<file path="src/rtl/gzip_ctrl_pkg.sv">
// Shared definitions for the Deflate job sequencer: state encoding, block
// type codes and default timing parameters.
package gzip_ctrl_pkg;

    typedef enum logic [2:0] {
        ST_IDLE  = 3'd0,
        ST_CRST  = 3'd1,
        ST_FEED  = 3'd2,
        ST_DRAIN = 3'd3,
        ST_DONE  = 3'd4
    } ctrl_state_e;

    localparam logic [1:0] BTYPE_STORED = 2'b00;
    localparam logic [1:0] BTYPE_FIXED  = 2'b01;

    localparam int DEF_RST_CYCLES     = 4;
    localparam int DEF_TIMEOUT_CYCLES = 65536;

    // Only stored and fixed-Huffman blocks are supported by the core.
    function automatic logic btype_ok(input logic [1:0] bt);
        return (bt == BTYPE_STORED) || (bt == BTYPE_FIXED);
    endfunction

endpackage

</file>
<file path="src/rtl/gzip_job_ctrl.sv">
// Job sequencer for the Deflate core: resets the core, meters ceil(len/4)
// source words into it, then waits for completion under a timeout.
module gzip_job_ctrl
    import gzip_ctrl_pkg::*;
#(
    parameter int LEN_WIDTH      = 24,
    parameter int RST_CYCLES     = DEF_RST_CYCLES,
    parameter int TIMEOUT_CYCLES = DEF_TIMEOUT_CYCLES,
    parameter int TO_WIDTH       = 17
) (
    input  logic                 clk,
    input  logic                 rst_n,
    input  logic                 cmd_valid,
    output logic                 cmd_ready,
    input  logic [1:0]           cmd_btype,
    input  logic [LEN_WIDTH-1:0] cmd_len,
    input  logic                 abort,
    output logic                 core_rst_n,
    output logic [1:0]           core_btype,
    input  logic                 src_empty,
    input  logic [31:0]          src_data,
    output logic                 src_rd_en,
    input  logic                 core_full,
    output logic                 core_wr_en,
    output logic [31:0]          core_data,
    output logic                 core_last,
    output logic [1:0]           core_last_bytes,
    input  logic                 core_done,
    output logic                 busy,
    output logic                 done_pulse,
    output logic                 abort_pulse,
    output logic                 err_timeout,
    output logic                 err_cmd,
    output logic [LEN_WIDTH-3:0] words_sent
);

    // One extra bit over words_sent so a maximum-length job cannot overflow.
    localparam int WC_W = LEN_WIDTH - 1;
    localparam int WS_W = LEN_WIDTH - 2;

    localparam logic [WC_W-1:0]     WC_ONE  = {{(WC_W-1){1'b0}}, 1'b1};
    localparam logic [WS_W-1:0]     WS_ONE  = {{(WS_W-1){1'b0}}, 1'b1};
    localparam logic [TO_WIDTH-1:0] TO_ONE  = {{(TO_WIDTH-1){1'b0}}, 1'b1};
    localparam logic [TO_WIDTH-1:0] TO_LAST = TO_WIDTH'(TIMEOUT_CYCLES - 1);
    localparam logic [7:0]          RC_LAST = 8'(RST_CYCLES - 1);
    localparam logic [LEN_WIDTH:0]  LEN_RND = {{(LEN_WIDTH-1){1'b0}}, 2'b11};

    ctrl_state_e         state_r;
    logic [7:0]          rst_cnt_r;
    logic [TO_WIDTH-1:0] to_cnt_r;
    logic [WC_W-1:0]     rem_r;
    logic [1:0]          last_bytes_r;
    logic                cmd_ready_r;
    logic                core_rst_n_r;
    logic [1:0]          core_btype_r;
    logic                done_pulse_r;
    logic                abort_pulse_r;
    logic                err_timeout_r;
    logic                err_cmd_r;
    logic [WS_W-1:0]     words_sent_r;

    logic                cmd_fire_s;
    logic                cmd_ok_s;
    logic                xfer_s;
    logic                rem_last_s;
    logic [LEN_WIDTH:0]  len_pad_s;
    logic [WC_W-1:0]     word_cnt_s;

    // Handshake decode, word-count rounding and the combinational transfer strobe.
    always_comb begin
        cmd_fire_s = cmd_valid & cmd_ready_r;
        cmd_ok_s   = btype_ok(cmd_btype) && (cmd_len != {LEN_WIDTH{1'b0}});
        len_pad_s  = {1'b0, cmd_len} + LEN_RND;
        word_cnt_s = WC_W'(len_pad_s >> 2);
        rem_last_s = (rem_r == WC_ONE);
        // Abort wins over a transfer in the same cycle.
        if (state_r == ST_FEED) begin
            xfer_s = ~src_empty & ~core_full & ~abort;
        end else begin
            xfer_s = 1'b0;
        end
    end

    assign cmd_ready       = cmd_ready_r;
    assign core_rst_n      = core_rst_n_r;
    assign core_btype      = core_btype_r;
    assign src_rd_en       = xfer_s;
    assign core_wr_en      = xfer_s;
    assign core_data       = src_data;
    assign core_last       = xfer_s & rem_last_s;
    assign core_last_bytes = (xfer_s & rem_last_s) ? last_bytes_r : 2'b00;
    assign busy            = (state_r != ST_IDLE);
    assign done_pulse      = done_pulse_r;
    assign abort_pulse     = abort_pulse_r;
    assign err_timeout     = err_timeout_r;
    assign err_cmd         = err_cmd_r;
    assign words_sent      = words_sent_r;

    // Job sequencing FSM with its counters and registered status outputs.
    always_ff @(posedge clk or negedge rst_n) begin
        if (!rst_n) begin
            state_r       <= ST_IDLE;
            rst_cnt_r     <= 8'd0;
            to_cnt_r      <= {TO_WIDTH{1'b0}};
            rem_r         <= {WC_W{1'b0}};
            last_bytes_r  <= 2'b00;
            cmd_ready_r   <= 1'b0;
            core_rst_n_r  <= 1'b0;
            core_btype_r  <= 2'b00;
            done_pulse_r  <= 1'b0;
            abort_pulse_r <= 1'b0;
            err_timeout_r <= 1'b0;
            err_cmd_r     <= 1'b0;
            words_sent_r  <= {WS_W{1'b0}};
        end else begin
            done_pulse_r  <= 1'b0;
            abort_pulse_r <= 1'b0;
            case (state_r)
                ST_IDLE: begin
                    core_rst_n_r <= 1'b1;
                    cmd_ready_r  <= 1'b1;
                    if (cmd_fire_s && cmd_ok_s) begin
                        state_r       <= ST_CRST;
                        cmd_ready_r   <= 1'b0;
                        core_rst_n_r  <= 1'b0;
                        core_btype_r  <= cmd_btype;
                        rem_r         <= word_cnt_s;
                        last_bytes_r  <= cmd_len[1:0];
                        words_sent_r  <= {WS_W{1'b0}};
                        err_timeout_r <= 1'b0;
                        err_cmd_r     <= 1'b0;
                        rst_cnt_r     <= 8'd0;
                    end else if (cmd_fire_s) begin
                        err_cmd_r <= 1'b1;
                    end else begin
                        err_cmd_r <= err_cmd_r;
                    end
                end
                ST_CRST: begin
                    if (abort) begin
                        state_r       <= ST_IDLE;
                        cmd_ready_r   <= 1'b1;
                        core_rst_n_r  <= 1'b0;
                        abort_pulse_r <= 1'b1;
                    end else if (rst_cnt_r == RC_LAST) begin
                        state_r      <= ST_FEED;
                        core_rst_n_r <= 1'b1;
                    end else begin
                        rst_cnt_r <= rst_cnt_r + 8'd1;
                    end
                end
                ST_FEED: begin
                    if (abort) begin
                        state_r       <= ST_IDLE;
                        cmd_ready_r   <= 1'b1;
                        core_rst_n_r  <= 1'b0;
                        abort_pulse_r <= 1'b1;
                    end else if (xfer_s) begin
                        rem_r        <= rem_r - WC_ONE;
                        words_sent_r <= words_sent_r + WS_ONE;
                        if (rem_last_s) begin
                            state_r  <= ST_DRAIN;
                            to_cnt_r <= {TO_WIDTH{1'b0}};
                        end else begin
                            state_r <= ST_FEED;
                        end
                    end else begin
                        state_r <= ST_FEED;
                    end
                end
                ST_DRAIN: begin
                    if (abort) begin
                        state_r       <= ST_IDLE;
                        cmd_ready_r   <= 1'b1;
                        core_rst_n_r  <= 1'b0;
                        abort_pulse_r <= 1'b1;
                    end else if (core_done) begin
                        state_r      <= ST_DONE;
                        done_pulse_r <= 1'b1;
                    end else if (to_cnt_r == TO_LAST) begin
                        state_r       <= ST_IDLE;
                        cmd_ready_r   <= 1'b1;
                        core_rst_n_r  <= 1'b0;
                        err_timeout_r <= 1'b1;
                    end else begin
                        to_cnt_r <= to_cnt_r + TO_ONE;
                    end
                end
                ST_DONE: begin
                    state_r     <= ST_IDLE;
                    cmd_ready_r <= 1'b1;
                end
                default: begin
                    state_r      <= ST_IDLE;
                    cmd_ready_r  <= 1'b1;
                    core_rst_n_r <= 1'b0;
                end
            endcase
        end
    end

endmodule

</file>
<file path="config.mk">
export PLATFORM = sky130hd
export DESIGN_NAME = gzip_job_ctrl
export DESIGN_NICKNAME = d
export VERILOG_FILES = /design/src/rtl/gzip_ctrl_pkg.sv /design/src/rtl/gzip_job_ctrl.sv
export SDC_FILE = /design/constraint.sdc
export NUM_CORES = 1
export LEC_CHECK = 0
export ABC_CLOCK_PERIOD_IN_PS = 2900
export CORE_ASPECT_RATIO = 1.4
export CORE_MARGIN = 4
export CORE_UTILIZATION = 50
export CTS_BUF_LIST = sky130_fd_sc_hd__clkbuf_16
export DETAILED_ROUTE_END_ITERATION = 8
export PLACE_DENSITY = 0.9
export SLEW_MARGIN = 5
export SYNTH_ARGS = -nofsm -noshare
export SYNTH_HDL_FRONTEND = slang
export SYNTH_SLANG_ARGS = --single-unit
</file>
<file path="constraint.sdc">
create_clock -name clk -period 2.9 [get_ports clk]
set_clock_uncertainty 0.1 [all_clocks]
set_input_delay 0.435 -clock clk [delete_from_list [all_inputs] [get_ports clk]]
set_output_delay 0.435 -clock clk [all_outputs]
set_load 0.01 [all_outputs]
</file>
# Yosys cells after proc, flatten, opt, wreduce, memory -nomap -nowiden

Index checks and enable logic that the tools add are counted.

$add $sub $neg: 5
Equality and inequality tests: 24
Muxes and demuxes: 54
Bitwise operators: 8
Reduce and logical (&&, ||, !) cells: 23

Operator list:

| kind                                                  | count |
|---|---|
| two-way mux 17 bit                                    | 6 |
| two-way mux 23 bit                                    | 3 |
| two-way mux 22 bit                                    | 3 |
| one-hot mux 23 bit (2 select lines)                   | 1 |
| one-hot mux 22 bit (2 select lines)                   | 1 |
| one-hot mux 17 bit (2 select lines)                   | 1 |
| adder 24 x 2 -> 25 bit, second input constant         | 1 |
| two-way mux 3 bit                                     | 8 |
| two-way mux 8 bit                                     | 3 |
| nonzero test 24 bit                                   | 1 |
| equality test 23 x 1 -> 1 bit, second input constant  | 1 |
| subtractor 23 x 1 -> 23 bit, second input constant    | 1 |
| adder 22 x 1 -> 22 bit, second input constant         | 1 |
| two-way mux 1 bit                                     | 22 |
| != test 2 bit, second input constant                  | 11 |
| adder 17 x 1 -> 17 bit, second input constant         | 1 |
| equality test 17 x 16 -> 1 bit, second input constant | 1 |
| one-hot mux 8 bit (2 select lines)                    | 1 |
| one-hot mux 3 bit (4 select lines)                    | 1 |
| AND reduction 5 bit                                   | 2 |
| nonzero test 2 bit                                    | 5 |
| != test 3 bit, second input constant                  | 3 |
| adder 8 x 1 -> 8 bit, second input constant           | 1 |
| equality test 8 x 2 -> 1 bit, second input constant   | 1 |
| other kinds (23)                                      | 34 |

Flip-flop bits (word level): 83
Input port bits: 65

# Longest topological paths before layout

Depth in word-level cells: 7
Gate-level depth with buffers: 10
Mapped depth without buffers: 10

# Worst setup path after synthesis

No wires, ideal clock.

Kind: reg-to-output
Start point: reg rem_r[18]
End point: out core_last_bytes[0]
Data arrival time: 2.241 ns
Data required time: 2.365 ns
Setup slack: 0.124 ns
Cell stages (with the launch flop): 5
Path buffers: 0
Path through: dfrtp_1 > or4_1 > or4_1 > nor4_1 > and2_1

Cells in the longest elaborated chain, start to end: 3

Ends and longest elaborated chain:

| what                          | line                 | RTL |
|---|---|---|
| start: declaration            | gzip_job_ctrl.sv:51  | `logic [WC_W-1:0] rem_r;` |
| start signal: assignment      | gzip_job_ctrl.sv:105 | `rem_r <= {WC_W{1'b0}};` |
| start signal: assignment      | gzip_job_ctrl.sv:127 | `rem_r <= word_cnt_s;` |
| start signal: assignment      | gzip_job_ctrl.sv:159 | `rem_r <= rem_r - WC_ONE;` |
| equality test 23 x 1 -> 1 bit | gzip_job_ctrl.sv:75  | `rem_last_s = (rem_r == WC_ONE);` |
| bitwise AND 1 bit             | -                    |  |
| named net core_last           | gzip_job_ctrl.sv:26  | `output logic core_last,` |
| two-way mux 2 bit             | gzip_job_ctrl.sv:91  | `assign core_last_bytes = (xfer_s & rem_last_s) ? last_bytes_r : 2'b00;` |
| end: declaration              | gzip_job_ctrl.sv:27  | `output logic [1:0] core_last_bytes,` |

The timed path passes the listed nets, and every way through them passes these cells.

# Worst setup path in the final report

Start point: reg rem_r[18]
End point: out core_last_bytes[1]

Cells in the longest elaborated chain, start to end: 3

Ends and longest elaborated chain:

| what                          | line |
|---|---|
| equality test 23 x 1 -> 1 bit | gzip_job_ctrl.sv:75 |
| bitwise AND 1 bit             | gzip_job_ctrl.sv:91 |
| two-way mux 2 bit             | gzip_job_ctrl.sv:91 |

No other way between the ends.

==> summary.md <==
| Metric | Value |
|---|---|
| # setup viols final | 0 |
| All-Layer GR Usage | 0.234 |
| First-pass iteration count of the detailed router | 5 |
| CP Launch Point | rem_r[18] |
| EDFF count, synth | 0 |
| Hold Crit Class | in -> async |
| Synth cell types | between 60 and 70 |
| Row Count | 43 |
| Placer congestion estimate | 0.891 |
| I/O pin total | 133 |
| Startpoint types | flop |
| CTS clk-pin slew, worst paths | 0.06 ns |
| Largest net degree at the start of global routing | 84 |
| Cell with the most instances after synthesis | dfrtp_1 |
| Count of final max-slew check failures | 0 |
| Endpoint type of the worst setup path | output port |
| WP data arrival | 2.29 ns |
| DR vias | 4950 |
| Period Utilization, post-route | 0.975 |
| Congestion Overflow GR | 0 |
| Die Span Y | 128 µm |
| Reg2reg setup slack | 0.25 ns |
| Pleak | 2.63 nW |
| Clk root buf | clkbuf_16 |
| Synth area leader | dfrtp_1 |
| Worst setup path class | reg -> out |
| Worst flop-to-flop path startpoint | state_r[2] |
| Clock sinks | 83 |
| Post-DP Area | 5970 µm² |
| Design Area, Final | 6250 µm² |
| H-tree depth | 3 |
| Synth cell count leaders | 83 x dfrtp_1, 54 x nor2_1, 49 x o21ai_0, 47 x nand2_1, 33 x buf_4 |
| P per Cell Area | 673 nW/µm² |
| Mapped Area | ~5100 µm² |
| CTS tree | done |
| Initial antenna violation count | 0 |
| Cells after Synth | between 500 and 600 |
| Die Wd | 93.5 µm |
| Status | finished, final reports clean |
| Slew @ Worst Pin | 1.04 ns |
| R2R cell count | 9 |
| Rel. slew slack | 0.307 |
| Mapped Nets | 661 |
| Final cell count without fillers | 796 |
| Inserted Diodes | 0 |
| Clock Path Buffers | 2 |
| Vias in the first global route | about 4800 |
| RSZ-0062 raised after global routing | false |
| Slowest CP cell | or4_4 |
| Port Buf Inserts | 68 |
| Fin. Hold Viols | 0 |
| Wire per inst | 17.3 µm |
| First-pass GRT wire length | 22.5 mm |
| Antenna Nets Post-Route | 0 |
| FFs w/ async S/R, synth | 1.00 |
| CP Buf/Inv Count | 2 |
| Synth top area cells | dfrtp_1 41%, buf_4 4.8%, o21ai_0 4.8% |
| Final nets | between 700 and 800 |
| CTS Buf Count | 9 |
| CTS Hold Bufs | 0 |
| Postcts setup bufs | 0 |
| Post-placement cell count | 780 |
| Ys Warns | 0 |
| Tmin final | 2.83 ns |
| CP max FO | 3 |
| Routed wire length | ~14 mm |
| Hpwl dp | 10.0 mm |
| Layout area overhead | 22.1% |
| Flops & latches, synth | a little over 80 |
| CP cell instances | or4_4 > or4_4 > nor4_2 > buf_4 > and2_1 > buf_2 |
| Max-cap violation count | 0 |
| Iter 0 DRT Violations | 317 |
| Dominant synthesized flop cell | dfrtp_1 |
| Sequential-to-total area share from yosys stat | 0.406 |
| Layout cells sized above 1 | 0.113 |
| Drt drc | 0 |
| Largest delay contributor family on the critical path | simple AND/OR/NAND/NOR gates |
| Slowest stage delay, CP | between 0.5 and 0.6 ns |
| Die area | 11900 µm² |
| Initial core utilization | 0.514 |
| CP Capture Point | core_last_bytes[1] |
| Synth top area share | 0.406 |
| Worst EP required | ~2.4 ns |
| Core ar. | roughly 10000 µm² |
| Total stage count of the critical path | 6 |
| Most common cell on crit path | or4_4 |
| DR vias/cell | 6.22 |
| FMAX | 354 MHz |
| Worst VDD drop | 0.379 mV |
| Reg2Reg Capture Point | words_sent[14] |
| Worst-Skew Late Latency | 0.35 ns |
| Final Hold Slack | 0.171 ns |
| Synth Area per Inst | 8.67 µm² |
-- placed cells by master, fill, tap and decap left out, types with 5 or more instances in the layout --
cell type        Yosys  final
inv_1               13     17
or3_1               12     12
clkbuf_16            0      9
clkdlybuf4s50_1      0     62
dfrtp_1             83     83
a31oi_1              7      7
nor3b_1              6      5
nor2_1              54     53
a21oi_1             32     32
nor4_1              18     17
a22o_1               7      7
xor2_1              22     22
o21ai_0             49     49
xnor2_1             16     16
nand3_1             29     29
nand4_1             21     21
o22ai_1              6      6
nor3_1              15     15
and2_1               6      6
and3_1              13     13
ha_1                 6      6
nand2_1             47     47
buf_4               33     43
-- cell families (layout without fill, tap and decap cells) --
| group | Yosys count | after routing | synth area share |
|---|---|---|---|
| multiplexers | 5 | 5 | 0.0105 |
| flip-flops | 83 | 83 | 0.406 |
| XOR/XNOR | 38 | 38 | 0.0651 |
| AO/OA/AOI/OAI | 141 | 141 | 0.173 |
| buffers and inverters | 70 | 141 | 0.0768 |
| adder cells (fa/ha/maj) | 6 | 6 | 0.0147 |
| AND/OR/NAND/NOR | 247 | 247 | 0.254 |
-- layout make-up --
cell class	count	area, µm²
fillers	807	3710
clock buffers	9	225
repair buffers	111	1000
well taps	135	169
multi-input cells	437	2670
clock inverters	7	53.8
flip-flops and latches	83	2080
inverters	14	52.6
-- worst min-delay path by stage --
stage,start,slack [ns],depth (start not counted),end
global placement,core_btype[1],0.37,1,core_btype[1]
finish,rst_n,0.17,1,words_sent[13]
global route,rst_n,0.26,1,words_sent[15]
CTS,rst_n,0.23,1,words_sent[15]
floorplan,rst_n,0.04,0,abort_pulse
detailed placement,core_rst_n,0.37,2,core_rst_n
-- flip-flops by register name, summed over array words and instances, names as in the netlist, 2 cells and up --
name and count:
words_sent 22, to_cnt_r 17, rst_cnt_r 8, last_bytes_r 2, rem_r 23, state_r 3, core_btype 2
-- per-layer routing --
metal | wire (µm) | track usage | up-vias
met5 | 0 | 0 | -
met4 | 508 | 0.110 | 0
met3 | 958 | 0.0458 | 53
met2 | 7090 | 0.409 | 265
met1 | 5250 | 0.271 | 2367
li1 | - | - | 2265
-- report_power, final --
group / switching (mW) / internal [mW]
logic: 0.751 / 0.670
clock network: 0.446 / 0.650
registers: 0.273 / 1.42
-- worst reg2reg max path, delay by kind of cell (launching register included) --
family	cells	cell delay (ns)
buffers and inverters	4	0.71
AOI/OAI and AO/OA	1	0.14
and+or+nand+nor	4	1.26
DFF	1	0.37
-- timing repair --
action                     CTS  global route
pin swaps                    1             1
setup endpoints to repair    5             3
resized for setup           13             2
-- stage by stage --
stage | util | setup TNS, ns | power, mW | setup slack, ns
final | 0.628 | 0 | 4.21 | 0.0719
after global routing | 0.628 | 0 | 4.43 | 0.00145
after global placement | 0.599 | -0.266 | 3.00 | -0.129
after CTS | 0.628 | -0.0744 | 4.18 | -0.0719
after detailed placement | 0.599 | -0.330 | 3.08 | -0.151
after floorplan | - | 0 | 2.49 | 0.124
Power figures use the tool's default switching activity.
